--- config.mk ---
export PLATFORM = sky130hd
export DESIGN_NAME = comp_serial_2bit
export DESIGN_NICKNAME = d
export VERILOG_FILES = /design/src/rtl/comp_serial_2bit.sv
export SDC_FILE = /design/constraint.sdc
export NUM_CORES = 1
export LEC_CHECK = 0
export ABC_AREA = 1
export BUFFER_PORTS_ARGS = -buffer_cell sky130_fd_sc_hd__buf_4
export CAP_MARGIN = 40
export CORE_UTILIZATION = 45
export CTS_CLUSTER_SIZE = 12
export DETAILED_ROUTE_END_ITERATION = 7
export PLACE_DENSITY = 0.65
export SYNTH_ARGS = -nofsm -noshare
export SYNTH_HDL_FRONTEND = slang
export SYNTH_SLANG_ARGS = --single-unit
--- constraint.sdc ---
create_clock -name clk -period 1.75 [get_ports clk]
set_input_delay 0.175 -clock clk [delete_from_list [all_inputs] [get_ports clk]]
set_output_delay 0.175 -clock clk [all_outputs]
set_load 0.01 [all_outputs]
--- src/rtl/comp_serial_2bit.sv ---
// comp_serial_2bit: multi-cycle unsigned magnitude comparator.
// Walks the latched operands two bits per cycle, MSB chunk first, and stops
// at the first unequal chunk. The result flags, chunk count, busy and done
// are all registered.
module comp_serial_2bit #(
    parameter int WIDTH = 8,
    parameter int CW    = $clog2(WIDTH / 2) + 1
) (
    input  logic             clk,
    input  logic             rst,
    input  logic             start,
    input  logic [WIDTH-1:0] a,
    input  logic [WIDTH-1:0] b,
    output logic             busy,
    output logic             done,
    output logic             gt,
    output logic             lt,
    output logic             eq,
    output logic [CW-1:0]    chunks
);

    typedef enum logic [1:0] {
        S_IDLE    = 2'd0,
        S_COMPARE = 2'd1,
        S_DONE    = 2'd2
    } state_t;

    // Chunk index of the final (least significant) 2-bit chunk
    localparam logic [CW-1:0] LAST_CHUNK = CW'(WIDTH / 2 - 1);

    state_t           state_q, state_d;
    logic [WIDTH-1:0] sa_q, sa_d;
    logic [WIDTH-1:0] sb_q, sb_d;
    logic             busy_q, busy_d;
    logic             done_q, done_d;
    logic             gt_q, gt_d;
    logic             lt_q, lt_d;
    logic             eq_q, eq_d;
    logic [CW-1:0]    chunks_q, chunks_d;

    // The chunk under test always sits in the top two bits of the shifters
    logic [1:0] chunk_a;
    logic [1:0] chunk_b;

    assign chunk_a = sa_q[WIDTH-1 -: 2];
    assign chunk_b = sb_q[WIDTH-1 -: 2];

    // Next-state and next-output logic; busy/done are derived from the next
    // state so that they are registered alongside it.
    always_comb begin
        state_d  = state_q;
        sa_d     = sa_q;
        sb_d     = sb_q;
        busy_d   = 1'b0;
        done_d   = 1'b0;
        gt_d     = gt_q;
        lt_d     = lt_q;
        eq_d     = eq_q;
        chunks_d = chunks_q;

        case (state_q)
            S_IDLE: begin
                if (start) begin
                    sa_d     = a;
                    sb_d     = b;
                    chunks_d = '0;
                    gt_d     = 1'b0;
                    lt_d     = 1'b0;
                    eq_d     = 1'b0;
                    busy_d   = 1'b1;
                    state_d  = S_COMPARE;
                end
            end

            S_COMPARE: begin
                chunks_d = chunks_q + CW'(1);
                if (chunk_a > chunk_b) begin
                    gt_d    = 1'b1;
                    done_d  = 1'b1;
                    state_d = S_DONE;
                end else if (chunk_a < chunk_b) begin
                    lt_d    = 1'b1;
                    done_d  = 1'b1;
                    state_d = S_DONE;
                end else if (chunks_q == LAST_CHUNK) begin
                    eq_d    = 1'b1;
                    done_d  = 1'b1;
                    state_d = S_DONE;
                end else begin
                    // Equal so far: bring the next chunk up to the top
                    sa_d    = sa_q << 2;
                    sb_d    = sb_q << 2;
                    busy_d  = 1'b1;
                end
            end

            S_DONE: begin
                // Any start seen here is dropped; it is re-sampled in IDLE
                state_d = S_IDLE;
            end

            default: begin
                state_d = S_IDLE;
            end
        endcase
    end

    // State and output registers with synchronous reset
    always_ff @(posedge clk) begin
        if (rst) begin
            state_q  <= S_IDLE;
            sa_q     <= '0;
            sb_q     <= '0;
            busy_q   <= 1'b0;
            done_q   <= 1'b0;
            gt_q     <= 1'b0;
            lt_q     <= 1'b0;
            eq_q     <= 1'b0;
            chunks_q <= '0;
        end else begin
            state_q  <= state_d;
            sa_q     <= sa_d;
            sb_q     <= sb_d;
            busy_q   <= busy_d;
            done_q   <= done_d;
            gt_q     <= gt_d;
            lt_q     <= lt_d;
            eq_q     <= eq_d;
            chunks_q <= chunks_d;
        end
    end

    assign busy   = busy_q;
    assign done   = done_q;
    assign gt     = gt_q;
    assign lt     = lt_q;
    assign eq     = eq_q;
    assign chunks = chunks_q;

endmodule

==> results.cfg, run 1 <==
[run_status]
status = complete, no violations

[yosys]
ys_seq_elements = 26
syn_avg_cell_area_sq_um = 6.87
synthMuxAreaShare_pct = 0
synth_cell_types = 18
synth-simple-area-share_pct = 33.8
syn_area_sq_mm = 0.00125
synth.yosys.seq_area_share_pct = 41.6
synth_top_family_by_area = simple AND/OR/NAND/NOR gates
synthAdderAreaFrac_pct = 4.00
synth-xor-area-share_pct = 0
synthCells = 182
synth_fp_nets = 205
synth_compound_area_share_pct = 8.80
ys_warn_count = 0

[finish]
layout_commonest_cell = nand2_1
syn_to_final_growth_pct = 17.0
drive_above_1_share_pct = 18.0
n_antenna_cell = 0
final_cell_mix = nand2_1, nor2_1, buf_4
nNetsFinal = 230
final_area_sq_mm = 0.00146
fillers = 264

[min_path]
hold_start = rst
hold_path.class = in -> reg
hold_depth = 2
hold_end = sa_q[1]$_SDFFE_PP0P_

[timing]
fin_tns_setup_ps = 0
setup_slack_ps = 227
setup_violations = 0
worstMarginPinSlew_ps = 507
max_clock_freq_mhz = 657
hold_violations = 0
post-route-period-util_pct = 87.0
fin_crit_ps = 1520
drv_slew = 0
slew_headroom_pct = 66.2
skew_ps = 1.57
rsz0062_at_grt = false

[floorplanning]
dieArea_sq_mm = 0.00300
die_w_um = 54.7
core_area_sq_mm = 0.00254
pin_count = 27
die_h_um = 54.7
start_util_pct = 49.2
rows = 18

[clocking]
cts_tree = yes
clockRootBuffer = clkbuf_4
post_cts_resize_count = 0
insertion_delay_ps = 310
clockBufferDepth = 2
path_clk_slew_ps = 140
h-tree-depth = 1
cts.sinks = 26
numCtsBuffers = 3
post_cts_buffers = 0
cts_hold_buf = 0

[place]
placed_cell_area_sq_mm = 0.00144
port_buffers = 26
place_congestion = 0.772
dp_hpwl_mm = 1.73
place_ws_ps = 253

[route]
routed-via-count = 1145
drtIter0Drc = 30
first_pass_iters = 4
drc = 0
drtAntennaViolNets = 0
viasPerCell = 4.87
wirelength_mm = 2.46
avgRoutedWirePerCell_um = 10.5

[critical_path]
cp_cell_sequence = inv_1, ha_1, nand2_1, nand2_1, nand2_1, nand2_2, nand2_2, nor2_1, nor2_1
reg2reg_to = sa_q[6]$_SDFFE_PP0P_
start_kind = flip-flop
ff2ff_setup_slack_ps = 230
critical_path.top_delay_family = simple AND/OR/NAND/NOR gates
critPathMaxStageDelay_ps = 330
critPathKind = reg -> reg
crit_buf_inv = 1
worstPathMaxFanout = 14
crit_path_end_kind = flip-flop
r2r_start = sb_q[7]$_SDFFE_PP0P_
path_common_cell = nand2_1
arrival_ps = 1750
r2r_cells = 9
crit_required_ps = 1980
slowest_stage = dfxtp_1

[global_routing]
grt_antenna_before_repair = 0
grt_pass1_vias = 1012
grt.overflow.total = 0
grt_pass1_wl_mm = 4.08
grt_max_degree = 23
grt_use_total_pct = 19.0

[power]
p_leak_nw = 0.758
ir_drop_v = 0.000788
powerDensity_mw_per_mm2 = 1380

[flow_run]
max_cap_viol_count = 0
[area by class of cell]
type                    count  area (sq um)  area share [%]
flip-flops and latches     26           520            35.6
repair buffers             28           210            14.4
inverters                  24          90.1            6.15
clock buffers               3          22.5            1.54
well taps                  30          37.5            2.56
multi-input cells         124           583            39.8
[through the flow]
| step | power (mW) | utilization (%) | std cells | hold WS [ps] |
|---|---|---|---|---|
| 3_3_place_gp | 1.77 | 56.6 | 232 | 419 |
| 4_1_cts | 2.04 | 57.5 | 235 | 75.4 |
| 5_1_grt | 2.22 | 57.5 | 235 | 94.3 |
| 2_1_floorplan | 1.59 | - | 182 | 322 |
| 6_report | 2.02 | 57.5 | 235 | 80.3 |
| 3_5_place_dp | 1.78 | 56.6 | 232 | 426 |
[registers in the layout (all words and copies together) (netlist names)]
register and count:
busy 1, chunks 3, done 1, eq 1
gt 1, lt 1, sa_q 8, sb_q 8
state_q 2
[cell usage after synthesis, drive strengths merged]
cell	count	area, sq um
o31ai	1	7.51
o21ai	12	60.1
dfxtp	26	521
inv	24	90.1
a21oi	7	35.0
buf	8	57.6
a22oi	1	7.51
nand3	19	108
nor2	35	139
ha	4	50.1
nand2	45	176
[where the power goes]
part           switching, mW  internal [mW]
logic                  0.606          0.345
clock network          0.173         0.0806
registers             0.0602          0.752
total                  0.840           1.18
[worst max-delay path by stage]
stage / slack, ps / depth (start not counted) / start / endpoint
after floorplan: 360 / 7 / chunks[0]$_SDFFE_PP0P_ / sa_q[4]$_SDFFE_PP0P_
after global placement: 240 / 9 / sb_q[7]$_SDFFE_PP0P_ / sa_q[6]$_SDFFE_PP0P_
after detailed placement: 250 / 9 / sb_q[7]$_SDFFE_PP0P_ / sa_q[6]$_SDFFE_PP0P_
after CTS: 220 / 9 / sb_q[7]$_SDFFE_PP0P_ / sa_q[6]$_SDFFE_PP0P_
after global routing: 60 / 9 / sb_q[7]$_SDFFE_PP0P_ / sa_q[6]$_SDFFE_PP0P_
final: 230 / 9 / sb_q[7]$_SDFFE_PP0P_ / sa_q[6]$_SDFFE_PP0P_
[logic make-up (layout without fill, tap and decap cells)]
kind of cell / count (synthesis) / after routing
fa+ha+maj: 4 / 4
compound gates: 21 / 21
flops: 26 / 26
simple gates: 99 / 99
buf+inv: 32 / 55
[routing by layer]
layer | up-vias | part of all wire [%] | track usage (%)
met3 | 5 | 2.3 | 2.50
met5 | - | 0 | 0
li1 | 613 | - | -
met1 | 509 | 46 | 23.5
met4 | 0 | 1.3 | 6.41
met2 | 18 | 50 | 33.3
No activity file was read; power rests on OpenSTA's default activity.
==> run 2, diff against run 1 <==
--- a/config.mk
+++ b/config.mk
@@ -6,12 +6,13 @@
 export NUM_CORES = 1
 export LEC_CHECK = 0
 export ABC_AREA = 1
-export BUFFER_PORTS_ARGS = -buffer_cell sky130_fd_sc_hd__buf_4
+export ABC_CLOCK_PERIOD_IN_PS = 1750
 export CAP_MARGIN = 40
 export CORE_UTILIZATION = 45
 export CTS_CLUSTER_SIZE = 12
 export DETAILED_ROUTE_END_ITERATION = 7
-export PLACE_DENSITY = 0.65
+export DONT_BUFFER_PORTS = 1
+export PLACE_DENSITY = 0.57
 export SYNTH_ARGS = -nofsm -noshare
 export SYNTH_HDL_FRONTEND = slang
 export SYNTH_SLANG_ARGS = --single-unit
==> run 2 against run 1 <==
Compared with the run above: largest cell class unchanged; sequential power rose by 2.8%; largest power group unchanged; cell area fell by 9.0%; critical endpoint is now sa_q[7]$_SDFFE_PP0P_; first-iteration DRC count fell by 60%; register-to-register slack got worse by 20 ps; routed wire length rose by 3.4%; critical path type unchanged.
==> results.cfg, run 2 (synthesis results as in run 1) <==
[route]
drtIter0Drc = 12
first_pass_iters = 4
wirelength_mm = 2.54
drtAntennaViolNets = 0
drc = 0
routed-via-count = 1054
viasPerCell = 4.90
avgRoutedWirePerCell_um = 11.8

[timing]
max_clock_freq_mhz = 649
setup_violations = 0
slew_headroom_pct = 66.8
post-route-period-util_pct = 88.0
fin_crit_ps = 1540
fin_tns_setup_ps = 0
rsz0062_at_grt = false
drv_slew = 0
hold_violations = 0
worstMarginPinSlew_ps = 498
skew_ps = 8.82

[power]
powerDensity_mw_per_mm2 = 1510
ir_drop_v = 0.000626
clkPwrFrac_pct = 15.7
power_frac_seq_pct = 41.5
p_leak_nw = 0.657
power_mw = 2.02
power.switching_uw = 849
combPwrFrac_pct = 42.9
internal_power_mw = 1.17
switching_share_pct = 42.1

[floorplanning]
core_area_sq_mm = 0.00254
start_util_pct = 49.2
pin_count = 27
die_w_um = 54.7
dieArea_sq_mm = 0.00300
rows = 18
die_h_um = 54.7

[global_routing]
grt.overflow.total = 0
busiest_layer = met2
grt_use_met3_pct = 2.78
met2_usage_pct = 32.7
grt_antenna_before_repair = 0
grt_use_total_pct = 19.7
grt_pass1_vias = 975
grt_max_degree = 20
grtUsageMet1_pct = 25.3
grt_pass1_wl_mm = 4.20

[critical_path]
worstPathMaxFanout = 14
r2r_cells = 6
start_kind = flip-flop
crit_path_end_kind = flip-flop
critPathKind = reg -> reg
arrival_ps = 1780
ff2ff_setup_slack_ps = 210
crit_required_ps = 1990

[finish]
syn_to_final_growth_pct = 6.50
layout_commonest_cell = nand2_1
fin_util_pct = 52.4
drive_above_1_share_pct = 6.49
n_antenna_cell = 0
final_cell_mix = nand2_1, nor2_1, dfxtp_1
nNetsFinal = 209

[min_path]
hold_path.class = in -> reg
hold_depth = 3

[clocking]
path_clk_slew_ps = 150
post_cts_resize_count = 0
numCtsBuffers = 3
cts_hold_buf = 5
cts_tree = yes
clockRootBuffer = clkbuf_4
h-tree-depth = 1
insertion_delay_ps = 330
clockBufferDepth = 2
post_cts_buffers = 0
cts.sinks = 26

[run_status]
status = complete, no violations

[place]
dp_hpwl_mm = 1.69
port_buffers = 0
place_congestion = 0.777

[flow_run]
max_cap_viol_count = 0
[run 2: layout make-up]
class | instances | area (sq um)
clock buffers | 4 | 36.3
fillers | 270 | 1210
inverters | 24 | 90.1
multi-input cells | 124 | 583
flip-flops and latches | 26 | 520
well taps | 30 | 37.5
repair buffers | 7 | 65.1
[run 2: power by group through the flow]
stage,sequential (mW),clock (mW),combinational [mW]
floorplan,0.835,0,0.760
global placement,0.848,0,0.844
detailed placement,0.852,0,0.854
CTS,0.837,0.322,0.873
global route,0.856,0.344,1.02
finish,0.836,0.316,0.865
[run 2: worst max-delay path: stages (launching register included)]
cell     delay, ps
dfxtp_1        400
ha_1           220
ha_1           230
o21ai_1        170
nand2_2        200
nor2_1         170
nor2_1          60
[run 2: path summary, 6_finish.rpt]
kind | from | to
setup / recovery | chunks[0]$_SDFFE_PP0P_ | sa_q[7]$_SDFFE_PP0P_
hold / removal | rst | chunks[2]$_SDFFE_PP0P_
setup reg to reg | chunks[0]$_SDFFE_PP0P_ | sa_q[7]$_SDFFE_PP0P_
hold reg to reg | sa_q[1]$_SDFFE_PP0P_ | sa_q[1]$_SDFFE_PP0P_
[run 2: through the flow]
| step | std cells | hold WS [ps] | setup slack [ps] | instance area (sq um) |
|---|---|---|---|---|
| finish | 215 | 43.4 | 210 | 1330 |
| global route | 215 | 42.2 | 74.8 | 1330 |
| CTS | 215 | 31.0 | 213 | 1330 |
| detailed placement | 206 | 248 | 244 | 1250 |
| global placement | 206 | 245 | 277 | 1250 |
| floorplan | 182 | 322 | 364 | 1250 |
[run 2: metal layers]
layer / routed length, um / vias to the layer above
li1: - / 569
met1: 1240 / 463
met2: 1200 / 17
met3: 61 / 5
met4: 44 / 0
met5: 0 / -
